### config.mk
export PLATFORM = sky130hd
export DESIGN_NAME = instr_sequencer
export DESIGN_NICKNAME = d
export VERILOG_FILES = /design/src/rtl/instr_sequencer.sv
export SDC_FILE = /design/constraint.sdc
export NUM_CORES = 1
export LEC_CHECK = 0
export ABC_AREA = 1
export CAP_MARGIN = 0
export CORE_UTILIZATION = 51
export DETAILED_ROUTE_END_ITERATION = 6
export GPL_TIMING_DRIVEN = 0
export PLACE_DENSITY_LB_ADDON = 0.08
export SLEW_MARGIN = 20
export SYNTH_ARGS = -nofsm -noshare
export SYNTH_HDL_FRONTEND = slang
export SYNTH_SLANG_ARGS = --single-unit
export TNS_END_PERCENT = 10
### constraint.sdc
create_clock -name CLK -period 2.3 [get_ports CLK]
set_input_delay 0.345 -clock CLK [delete_from_list [all_inputs] [get_ports CLK]]
set_output_delay 0.345 -clock CLK [all_outputs]
set_load 0.03 [all_outputs]
### src/rtl/instr_sequencer.sv
// Registered multi-cycle instruction sequencer: accepts one opcode per handshake and
// drives datapath strobes from a four-state FSM, sequencing two-phase memory moves.
module instr_sequencer #(
   parameter int INSTR_WIDTH  = 5,
   parameter int OP_WIDTH     = 4,
   parameter int TWO_CYCLE_EN = 1,
   parameter int CNT_WIDTH    = 16
) (
   input  logic                   CLK,
   input  logic                   RST_N,
   input  logic                   INSTR_VALID,
   input  logic [INSTR_WIDTH-1:0] INSTRUCTION,
   output logic                   INSTR_READY,
   output logic                   RESET_INSTR,
   output logic                   MEM_SEL,
   output logic                   MUX_SEL,
   output logic                   ACC_FROM_RAM,
   output logic                   CE_R0,
   output logic                   CE_ACC,
   output logic                   REG_WR,
   output logic                   CE_RAM,
   output logic                   CE_PC,
   output logic [OP_WIDTH-1:0]    OP,
   output logic                   ILLEGAL,
   output logic [CNT_WIDTH-1:0]   RETIRED,
   output logic [1:0]             STATE_DBG
);

   // Handshake: an opcode is taken on a rising CLK edge where INSTR_VALID && INSTR_READY;
   // INSTR_READY depends only on the state (low only in the address phase of a move).

   typedef enum logic [1:0] {
      IDLE = 2'd0,
      EXEC = 2'd1,
      MEM1 = 2'd2,
      MEM2 = 2'd3
   } state_t;

   state_t state_q, state_d;

   logic       accept;
   logic       hi_bits;
   logic [4:0] low5;

   logic [3:0] d_op;
   logic       d_ce_acc, d_reg_wr, d_mux_sel, d_reset, d_ce_pc, d_illegal, d_mem, d_mem_wr;

   logic                 mem_wr_q, n_mem_wr;
   logic [OP_WIDTH-1:0]  n_op;
   logic                 n_reset, n_mem_sel, n_mux_sel, n_acc_from_ram, n_ce_r0;
   logic                 n_ce_acc, n_reg_wr, n_ce_ram, n_ce_pc, n_illegal;
   logic                 retire_now;
   logic [CNT_WIDTH-1:0] n_retired;

   assign INSTR_READY = (state_q != MEM1);
   assign accept      = INSTR_VALID & INSTR_READY;
   assign STATE_DBG   = state_q;

   // Opcode decode; any bit above [4] marks the opcode illegal.
   always_comb begin
      hi_bits   = ((INSTRUCTION >> 5) != '0);
      low5      = INSTRUCTION[4:0];
      d_op      = 4'h0;
      d_ce_acc  = 1'b0;
      d_reg_wr  = 1'b0;
      d_mux_sel = 1'b0;
      d_reset   = 1'b0;
      d_ce_pc   = 1'b0;
      d_illegal = 1'b0;
      d_mem     = 1'b0;
      d_mem_wr  = low5[0];
      if (hi_bits) begin
         d_illegal = 1'b1;
      end else if (low5 <= 5'h09) begin
         d_op     = low5[3:0];
         d_ce_acc = 1'b1;
      end else begin
         case (low5)
            5'h0A: begin
               d_op     = 4'hB;
               d_ce_acc = 1'b1;
            end
            5'h0B: d_reg_wr = 1'b1;
            5'h0C: ;
            5'h0D: begin
               d_mux_sel = 1'b1;
               d_ce_acc  = 1'b1;
            end
            5'h0E, 5'h0F: d_reset = 1'b1;
            5'h10, 5'h11: begin
               if (TWO_CYCLE_EN != 0) d_mem = 1'b1;
               else                   d_illegal = 1'b1;
            end
            5'h14: d_ce_pc = 1'b1;
            default: d_illegal = 1'b1;
         endcase
      end
   end

   always_ff @(posedge CLK or negedge RST_N) begin
      if (!RST_N) state_q <= IDLE;
      else        state_q <= state_d;
   end

   always_comb begin
      state_d = IDLE;
      case (state_q)
         MEM1:    state_d = MEM2;
         default: begin
            if (accept) state_d = d_mem ? MEM1 : EXEC;
            else        state_d = IDLE;
         end
      endcase
   end

   // Next values of the registered control vector for the cycle after this edge.
   always_comb begin
      n_op           = '0;
      n_reset        = 1'b0;
      n_mem_sel      = 1'b0;
      n_mux_sel      = 1'b0;
      n_acc_from_ram = 1'b0;
      n_ce_r0        = 1'b0;
      n_ce_acc       = 1'b0;
      n_reg_wr       = 1'b0;
      n_ce_ram       = 1'b0;
      n_ce_pc        = 1'b0;
      n_illegal      = 1'b0;
      n_mem_wr       = mem_wr_q;
      if (state_q == MEM1) begin
         n_mem_sel = 1'b1;
         if (mem_wr_q) begin
            n_ce_ram = 1'b1;
         end else begin
            n_acc_from_ram = 1'b1;
            n_ce_acc       = 1'b1;
         end
      end else if (accept) begin
         n_mem_wr = d_mem & d_mem_wr;
         if (d_mem) begin
            n_mem_sel = 1'b1;
         end else begin
            n_op[3:0] = d_op;
            n_ce_acc  = d_ce_acc;
            n_reg_wr  = d_reg_wr;
            n_mux_sel = d_mux_sel;
            n_reset   = d_reset;
            n_ce_pc   = d_ce_pc;
            n_illegal = d_illegal;
         end
      end
      retire_now = ((state_q == EXEC) && !ILLEGAL) || (state_q == MEM2);
      n_retired  = retire_now ? RETIRED + CNT_WIDTH'(1) : RETIRED;
   end

   always_ff @(posedge CLK or negedge RST_N) begin
      if (!RST_N) begin
         OP           <= '0;
         RESET_INSTR  <= 1'b0;
         MEM_SEL      <= 1'b0;
         MUX_SEL      <= 1'b0;
         ACC_FROM_RAM <= 1'b0;
         CE_R0        <= 1'b0;
         CE_ACC       <= 1'b0;
         REG_WR       <= 1'b0;
         CE_RAM       <= 1'b0;
         CE_PC        <= 1'b0;
         ILLEGAL      <= 1'b0;
         RETIRED      <= '0;
         mem_wr_q     <= 1'b0;
      end else begin
         OP           <= n_op;
         RESET_INSTR  <= n_reset;
         MEM_SEL      <= n_mem_sel;
         MUX_SEL      <= n_mux_sel;
         ACC_FROM_RAM <= n_acc_from_ram;
         CE_R0        <= n_ce_r0;
         CE_ACC       <= n_ce_acc;
         REG_WR       <= n_reg_wr;
         CE_RAM       <= n_ce_ram;
         CE_PC        <= n_ce_pc;
         ILLEGAL      <= n_illegal;
         RETIRED      <= n_retired;
         mem_wr_q     <= n_mem_wr;
      end
   end

endmodule
Word-level counts from Yosys, hierarchy flattened
Cells that the tools add are included.
{"block": "totals", "regBits": 32, "inputBits": 8, "wordCells": 86}
{"block": "classes", "n_bitwise": 3, "n_mux": 47, "n_eq_ne": 13, "n_reduce_logical": 8, "order_cmp": 1, "addsub": 1}
{"cell": "$mux 1", "count": 39}
{"cell": "$eq 5x4->1 const B", "count": 6}
{"cell": "$mux 4", "count": 5}
{"cell": "$add 16x1->16 const B", "count": 1}
{"cell": "$eq 5x5->1 const B", "count": 3}
{"cell": "$reduce_or 9->1", "count": 1}
{"cell": "$mux 2", "count": 3}
{"cell": "$reduce_or 2->1", "count": 3}
{"cell": "$le 5x4->1 const B", "count": 1}
{"cell": "$eq 2x2->1 const B", "count": 2}
{"cell": "$and 1x1->1", "count": 2}
{"cell": "$eq 2x1->1 const B", "count": 1}
{"cell": "$ne 2x2->1 const B", "count": 1}
{"cell": "$reduce_and 2->1", "count": 1}
{"cell": "$logic_and 1x1->1", "count": 1}
{"cell": "$logic_not 1->1", "count": 1}
{"cell": "$logic_or 1x1->1", "count": 1}
{"cell": "$not 1->1", "count": 1}

Depth between registers and ports, before layout
Gate-level depths: netlist of the first run.
{"block": "depth", "ltp_word": 7, "mapped_depth": 8}

Worst setup path after synthesis of the first run
Ideal clock, no wire load.
{"block": "synth_timing", "path_kind": "register -> register", "startpoint": "register state_q[0], in the netlist STATE_DBG[0]", "endpoint": "register OP[0]", "path_slack_ps": 699, "t_arrival_ps": 1523, "n_path_buf": 0, "path_stages_with_launch": 7, "setup_ps": 77, "t_required_ps": 2223, "cell_sequence": "dfrtp_1 -> inv_1 -> nand2_1 -> nand2_1 -> nor2_1 -> nand2_1 -> a21oi_1"}
{"block": "synth_via", "elab_chain_cells": 4, "word_cells_on_any_way": 5, "classes_between": "2 x eq/ne; 2 x mux; 1 x bitwise"}
{"element": "from (decl)", "line_no": "39", "text": "state_t state_q, state_d;"}
{"element": "from (signal assigned)", "line_no": "102", "text": "else state_q <= state_d;"}
{"element": "$ne 2x2->1", "line_no": "55", "text": "assign INSTR_READY = (state_q != MEM1);"}
{"element": "via INSTR_READY", "line_no": "13", "text": "output logic INSTR_READY,"}
{"element": "$and 1x1->1", "line_no": "56", "text": "assign accept = INSTR_VALID & INSTR_READY;"}
{"element": "$mux 4", "line_no": "138", "text": "end else if (accept) begin"}
{"element": "$mux 4", "line_no": "130", "text": "if (state_q == MEM1) begin"}
{"element": "via n_op[0]", "line_no": "49", "text": "logic [OP_WIDTH-1:0] n_op;"}
{"element": "to (signal assigned)", "line_no": "172", "text": "OP <= n_op;"}
{"element": "to (decl)", "line_no": "23", "text": "output logic [OP_WIDTH-1:0] OP,"}
The timed path passes the listed nets, and every way through them passes these cells.
A chain may end at the register's enable or synchronous reset.

==> results.sh, run 1 <==
export IMPL_status="complete, but fails checks"
export IMPL_violations="design-rule violations"
export IMPL_die_h_um=56.8
export IMPL_synth_area_per_cell_um2=7.93
export IMPL_cts_htree_levels=2
export IMPL_p_per_area_mw_per_mm2=823
export IMPL_rsz0062_at_grt="false"
export IMPL_cts_setup_buffers=0
export IMPL_arrival_ns=1.68
export IMPL_via_per_inst=5.05
export IMPL_synth_cells=193
export IMPL_min_period_ns=2.02
export IMPL_overflow=0
export IMPL_syn_num_nets=202
export IMPL_start_util_pct=54.5
export IMPL_drive_gt1_share_pct=7.08
export IMPL_grt_pass1_wl_um=5300
export IMPL_first_iter_violations=64
export IMPL_yosysWarnings=0
export IMPL_dr_pass1_iters=6
export IMPL_fin_skew_ns=0.0113
export IMPL_dieArea_mm2=0.00322
export IMPL_antennaDiodeCount=0
export IMPL_timing_hold_ws_ns=0.0199
export IMPL_ys_seq_elements=31
export IMPL_cp_end_kind="output port"
export IMPL_wl_per_cell_um=11.3
export IMPL_gp_congestion=0.820
export IMPL_criticalPathCategory="reg2out"
export IMPL_relSlewSlack_pct=56.0
export IMPL_setup_viol=0
export IMPL_grt_util_all_layers_pct=21.9
export IMPL_cts_tree="yes"
export IMPL_max_freq_ghz=0.495
export IMPL_seq_area_frac_synth_pct=50.7
export IMPL_num_vias=1369
export IMPL_ios=41
export IMPL_drt_wl_total_um=3060
export IMPL_cts_made_buffers=5
export IMPL_path_max_fanout=6
export IMPL_worstPathRequired_ns=1.96
export IMPL_io_buffers=39
export IMPL_area_growth_syn_to_layout_pct=34.6
export IMPL_core_mm2=0.00281
export IMPL_clockRootBuffer="clkbuf_4"
export IMPL_hold_viol=0
export IMPL_ant_nets=0
export IMPL_slew_viol_final=0
export IMPL_grt_max_degree=32
export IMPL_cts_resized=0
export IMPL_cts_sinks=31
export IMPL_nNetsFinal=248
export IMPL_tightestPinTransition_ns=0.660
export IMPL_synth_cell_types=21
export IMPL_hold_path_class="in2async"
export IMPL_startpoint_type="flip-flop"
export IMPL_finalSetupTns_ns=0
export IMPL_vdd_drop_max_mv=0.506
export IMPL_clock_latency_ns=0.35
export IMPL_placement_rows=19
export IMPL_max_cap_violations=0
export IMPL_clock_path_buffers=2
export IMPL_ctsHoldBuffers=0
export IMPL_place_area_mm2=0.00195
export IMPL_clkTransAtPathRegs_ns=0.11
export IMPL_antenna_found_initial=0
export IMPL_syn_area_mm2=0.00153
export IMPL_place_hpwl_um=2310
export IMPL_final_area_mm2=0.00206
export IMPL_drcViolationCount=8
export IMPL_grt_pass1_vias=1271
export IMPL_die_w_um=56.8
export IMPL_period_share_pct=87.9
export IMPL_cellLeakagePower_nw=1.02
kinds of logic after synthesis:
logic type / count (synthesis) / synth area share (%)
flip-flops: 31 / 50.7
AO/OA/AOI/OAI: 11 / 4.42
adder cells (fa/ha/maj): 1 / 0.818
XOR/XNOR: 7 / 4.01
AND/OR/NAND/NOR: 112 / 32.0
buffers and inverters: 30 / 7.85
other: 1 / 0.245
placed cells by master (no fill, tap or decap), drive strengths merged:
| cell type | netlist | layout |
|---|---|---|
| nand2 | 63 | 63 |
| nand4 | 4 | 4 |
| ha | 1 | 1 |
| xnor2 | 3 | 3 |
| conb | 1 | 1 |
| nor3 | 3 | 3 |
| nand3 | 7 | 7 |
| a21oi | 4 | 4 |
| dfrtp | 31 | 31 |
| clkbuf | 0 | 5 |
| o22ai | 1 | 1 |
| nand3b | 3 | 3 |
| o21ai | 6 | 6 |
| clkdlybuf4s50 | 0 | 38 |
| xor2 | 4 | 4 |
| buf | 2 | 3 |
| inv | 28 | 28 |
| bufinv | 0 | 2 |
| nor2 | 32 | 32 |
| clkinvlp | 0 | 1 |
Yosys cell counts:
| master | n | share of area [%] |
|---|---|---|
| inv_1 | 27 | 6.6 |
| dfrtp_1 | 31 | 51 |
| xnor2_1 | 3 | 1.7 |
| o22ai_1 | 1 | 0.41 |
| nand3b_4 | 1 | 1.3 |
| inv_2 | 1 | 0.25 |
| nor2_1 | 30 | 7.4 |
| a21oi_1 | 3 | 0.98 |
| nand3_1 | 7 | 2.3 |
| nand4_1 | 4 | 1.6 |
| nand2_1 | 62 | 15 |
| nand3b_1 | 2 | 0.98 |
| a21oi_4 | 1 | 1.1 |
| nor3_1 | 3 | 0.98 |
| nand2_4 | 1 | 0.74 |
| nor2_4 | 2 | 1.5 |
| buf_4 | 2 | 0.98 |
| ha_1 | 1 | 0.82 |
| xor2_1 | 4 | 2.3 |
| o21ai_0 | 6 | 2.0 |
| conb_1 | 1 | 0.25 |
flip-flops by register name, indices dropped and copies added, names as in the netlist:
name / cells
ACC_FROM_RAM: 1
mem_wr_q: 1
STATE_DBG: 1
RESET_INSTR: 1
MUX_SEL: 1
REG_WR: 1
ILLEGAL: 1
CE_RAM: 1
CE_ACC: 1
CE_PC: 1
OP: 4
MEM_SEL: 1
RETIRED: 16
cell type report:
class / instances / area, µm²
plain buffers: 2 / 15.0
clock buffers: 5 / 37.5
clock inverters: 3 / 67.6
fillers: 229 / 746
inverters: 28 / 105
multi-input cells: 132 / 634
flip-flops and latches: 31 / 776
well taps: 31 / 38.8
repair buffers: 39 / 385
path summary, 6_finish.rpt:
| path | startpoint | to | slack (ns) | cells after the start |
|---|---|---|---|---|
| setup / recovery | MEM_SEL$_DFF_PN0_ | INSTR_READY | 0.28 | 2 |
| hold / removal | RST_N | RETIRED[4]$_DFFE_PN0P_ | 0.02 | 1 |
| setup reg to reg | RETIRED[0]$_DFFE_PN0P_ | RETIRED[12]$_DFFE_PN0P_ | 0.88 | 8 |
| hold reg to reg | mem_wr_q$_DFFE_PN0P_ | ACC_FROM_RAM$_DFF_PN0_ | 0.46 | 1 |
| max in group asynchronous | RST_N | RETIRED[2]$_DFFE_PN0P_ | 1.85 | 1 |
| min in group CLK | mem_wr_q$_DFFE_PN0P_ | ACC_FROM_RAM$_DFF_PN0_ | 0.46 | 1 |
through the flow:
stage | util [%] | power, mW | setup slack [ns] | std cells
floorplan | - | 0.974 | 0.699 | 193
global placement | 69.8 | 1.15 | 0.377 | 263
detailed placement | 69.7 | 1.16 | 0.459 | 263
CTS | 73.4 | 1.71 | 0.263 | 271
global route | 73.4 | 1.76 | 0.209 | 271
finish | 73.4 | 1.70 | 0.279 | 271
layer usage:
metal	vias up	GRT usage, %	part of all wire, %
met5	-	0	0
met4	0	10.8	2.2
met3	6	6.45	4.6
met2	39	42.3	55
met1	647	20.7	38
li1	677	-	-
report_power, final:
| group | internal, mW | total [mW] | switching (mW) |
|---|---|---|---|
| combinational | 0.194 | 0.475 | 0.281 |
| clock | 0.338 | 0.538 | 0.201 |
| sequential | 0.607 | 0.683 | 0.0756 |
| total | 1.14 | 1.70 | 0.557 |
critical path: stages (launching register included):
cell and delay, ns:
dfrtp_1 0.43, nand2_1 0.19, clkdlybuf4s50_1 0.70
(Power assumes the default switching activity.)
==> inputs of run 2 (changes only) <==
Settings changed: PLACE_DENSITY set to 0.83, PLACE_DENSITY_LB_ADDON 0.08 to not set.
==> results.sh, run 2 (same netlist as run 1, synthesis figures left out) <==
export IMPL_dr_pass1_iters=6
export IMPL_place_area_mm2=0.00195
export IMPL_die_w_um=56.8
export IMPL_cts_sinks=31
export IMPL_finalSetupTns_ns=0
export IMPL_area_growth_syn_to_layout_pct=31.4
export IMPL_period_share_pct=85.4
export IMPL_via_per_inst=4.93
export IMPL_reg2reg_slack_ns=0.88
export IMPL_max_freq_ghz=0.509
export IMPL_mostFrequentLayoutCell="nand2_1"
export IMPL_top_regs="RETIRED (16), OP (4)"
export IMPL_ant_nets=0
export IMPL_reg2reg_depth=8
export IMPL_fin_skew_ns=0.00422
export IMPL_hold_path_class="in2async"
export IMPL_path_max_fanout=6
export IMPL_post_place_ws_ns=0.535
export IMPL_hold_viol=0
export IMPL_antennaDiodeCount=0
export IMPL_grt_max_degree=32
export IMPL_utilization_pct=71.7
export IMPL_arrival_ns=1.62
export IMPL_relSlewSlack_pct=55.4
export IMPL_die_h_um=56.8
export IMPL_rr_startpoint="RETIRED[0]$_DFFE_PN0P_"
export IMPL_cts_tree="yes"
export IMPL_violations="design-rule violations"
export IMPL_grt_util_all_layers_pct=21.4
export IMPL_setup_slack_ns=0.335
export IMPL_criticalPathCategory="reg2out"
export IMPL_min_period_ns=1.96
export IMPL_drive_gt1_share_pct=6.69
export IMPL_rsz0062_at_grt="false"
export IMPL_dieArea_mm2=0.00322
export IMPL_final_area_mm2=0.00201
export IMPL_tightestPinTransition_ns=0.669
export IMPL_cts_made_buffers=5
export IMPL_wl_met2_um=1550
export IMPL_start_util_pct=54.5
export IMPL_clockRootBuffer="clkbuf_4"
export IMPL_place_hpwl_um=2240
export IMPL_overflow=0
export IMPL_drt_wl_total_um=2940
export IMPL_max_cap_violations=0
export IMPL_grt_pass1_vias=1276
export IMPL_regMostFlops="RETIRED"
export IMPL_largest_reg_flops=16
export IMPL_cts_setup_buffers=0
export IMPL_status="complete, but fails checks"
export IMPL_maxUsedRoutingLayer="met4"
export IMPL_cellLeakagePower_nw=1.01
export IMPL_setup_viol=0
export IMPL_ctsHoldBuffers=0
export IMPL_wl_per_cell_um=10.9
export IMPL_cp_end_kind="output port"
export IMPL_num_vias=1330
export IMPL_wl_met3_um=176
export IMPL_r2r_end="RETIRED[12]$_DFFE_PN0P_"
export IMPL_drcViolationCount=2
export IMPL_met1Wirelength_um=1190
export IMPL_cts_resized=0
export IMPL_startpoint_type="flip-flop"
export IMPL_grt_pass1_wl_um=5150
export IMPL_core_mm2=0.00281
export IMPL_vdd_drop_max_mv=0.536
export IMPL_placement_rows=19
export IMPL_first_iter_violations=37
export IMPL_gp_congestion=0.810
export IMPL_worstPathRequired_ns=1.96
export IMPL_clock_path_buffers=2
export IMPL_final_cell_mix="nand2_1 (62), clkdlybuf4s50_1 (38), dfrtp_1 (31), nor2_1 (30), inv_1 (27)"
export IMPL_clock_latency_ns=0.32
export IMPL_antenna_found_initial=0
export IMPL_p_per_area_mw_per_mm2=729
export IMPL_nNetsFinal=248
export IMPL_ios=41
export IMPL_clkTransAtPathRegs_ns=0.09
export IMPL_cts_htree_levels=2
export IMPL_slew_viol_final=0
export IMPL_io_buffers=39
==> run 2: changes by cell type in the layout (fill, tap and decap cells not counted) <==
| cell | delta |
|---|---|
| bufinv_16 | -2 |
| clkbuf_8 | +1 |
| clkinv_2 | +1 |
| clkinvlp_4 | -1 |
==> run 2: power by group <==
part           switching [mW]  internal (mW)
combinational           0.275          0.191
sequential             0.0764          0.607
clock                   0.176          0.141
total                   0.526          0.940
==> run 2: worst max-delay path by stage <==
stage | startpoint | to | slack, ns
6_report | MEM_SEL$_DFF_PN0_ | INSTR_READY | 0.34
4_1_cts | MEM_SEL$_DFF_PN0_ | INSTR_READY | 0.31
3_5_place_dp | INSTRUCTION[1] | CE_ACC$_DFF_PN0_ | 0.53
2_1_floorplan | STATE_DBG[0]$_DFF_PN0_ | OP[0]$_DFF_PN0_ | 0.70
3_3_place_gp | RST_N | OP[0]$_DFF_PN0_ | 0.35
5_1_grt | MEM_SEL$_DFF_PN0_ | INSTR_READY | 0.26
==> run 2: worst max-delay path, stage by stage (launching register included) <==
cell,delay (ns)
dfrtp_1,0.42
nand2_1,0.18
clkdlybuf4s50_1,0.70
==> run 2: area by class of cell <==
type	instances	area [µm²]
Fill cell	243	795
Sequential cell	31	776
Multi-Input combinational cell	132	634
Timing Repair Buffer	39	385
Inverter	28	105
Clock buffer	6	51.3
Tap cell	31	38.8
Buffer	2	15.0
Clock inverter	1	5.00
==> run 2: metal layers <==
| metal | vias up | track usage (%) |
|---|---|---|
| li1 | 684 | - |
| met1 | 609 | 22.0 |
| met2 | 35 | 39.5 |
| met3 | 2 | 6.68 |
| met4 | 0 | 9.41 |
| met5 | - | 0 |
==> run 2: stage by stage <==
step	cells	hold WS, ns	total power [mW]
2_1_floorplan	193	0.0494	0.974
3_3_place_gp	263	0.432	1.15
3_5_place_dp	263	0.418	1.16
4_1_cts	270	0.0632	1.48
5_1_grt	270	0.0919	1.54
6_report	270	0.0466	1.47
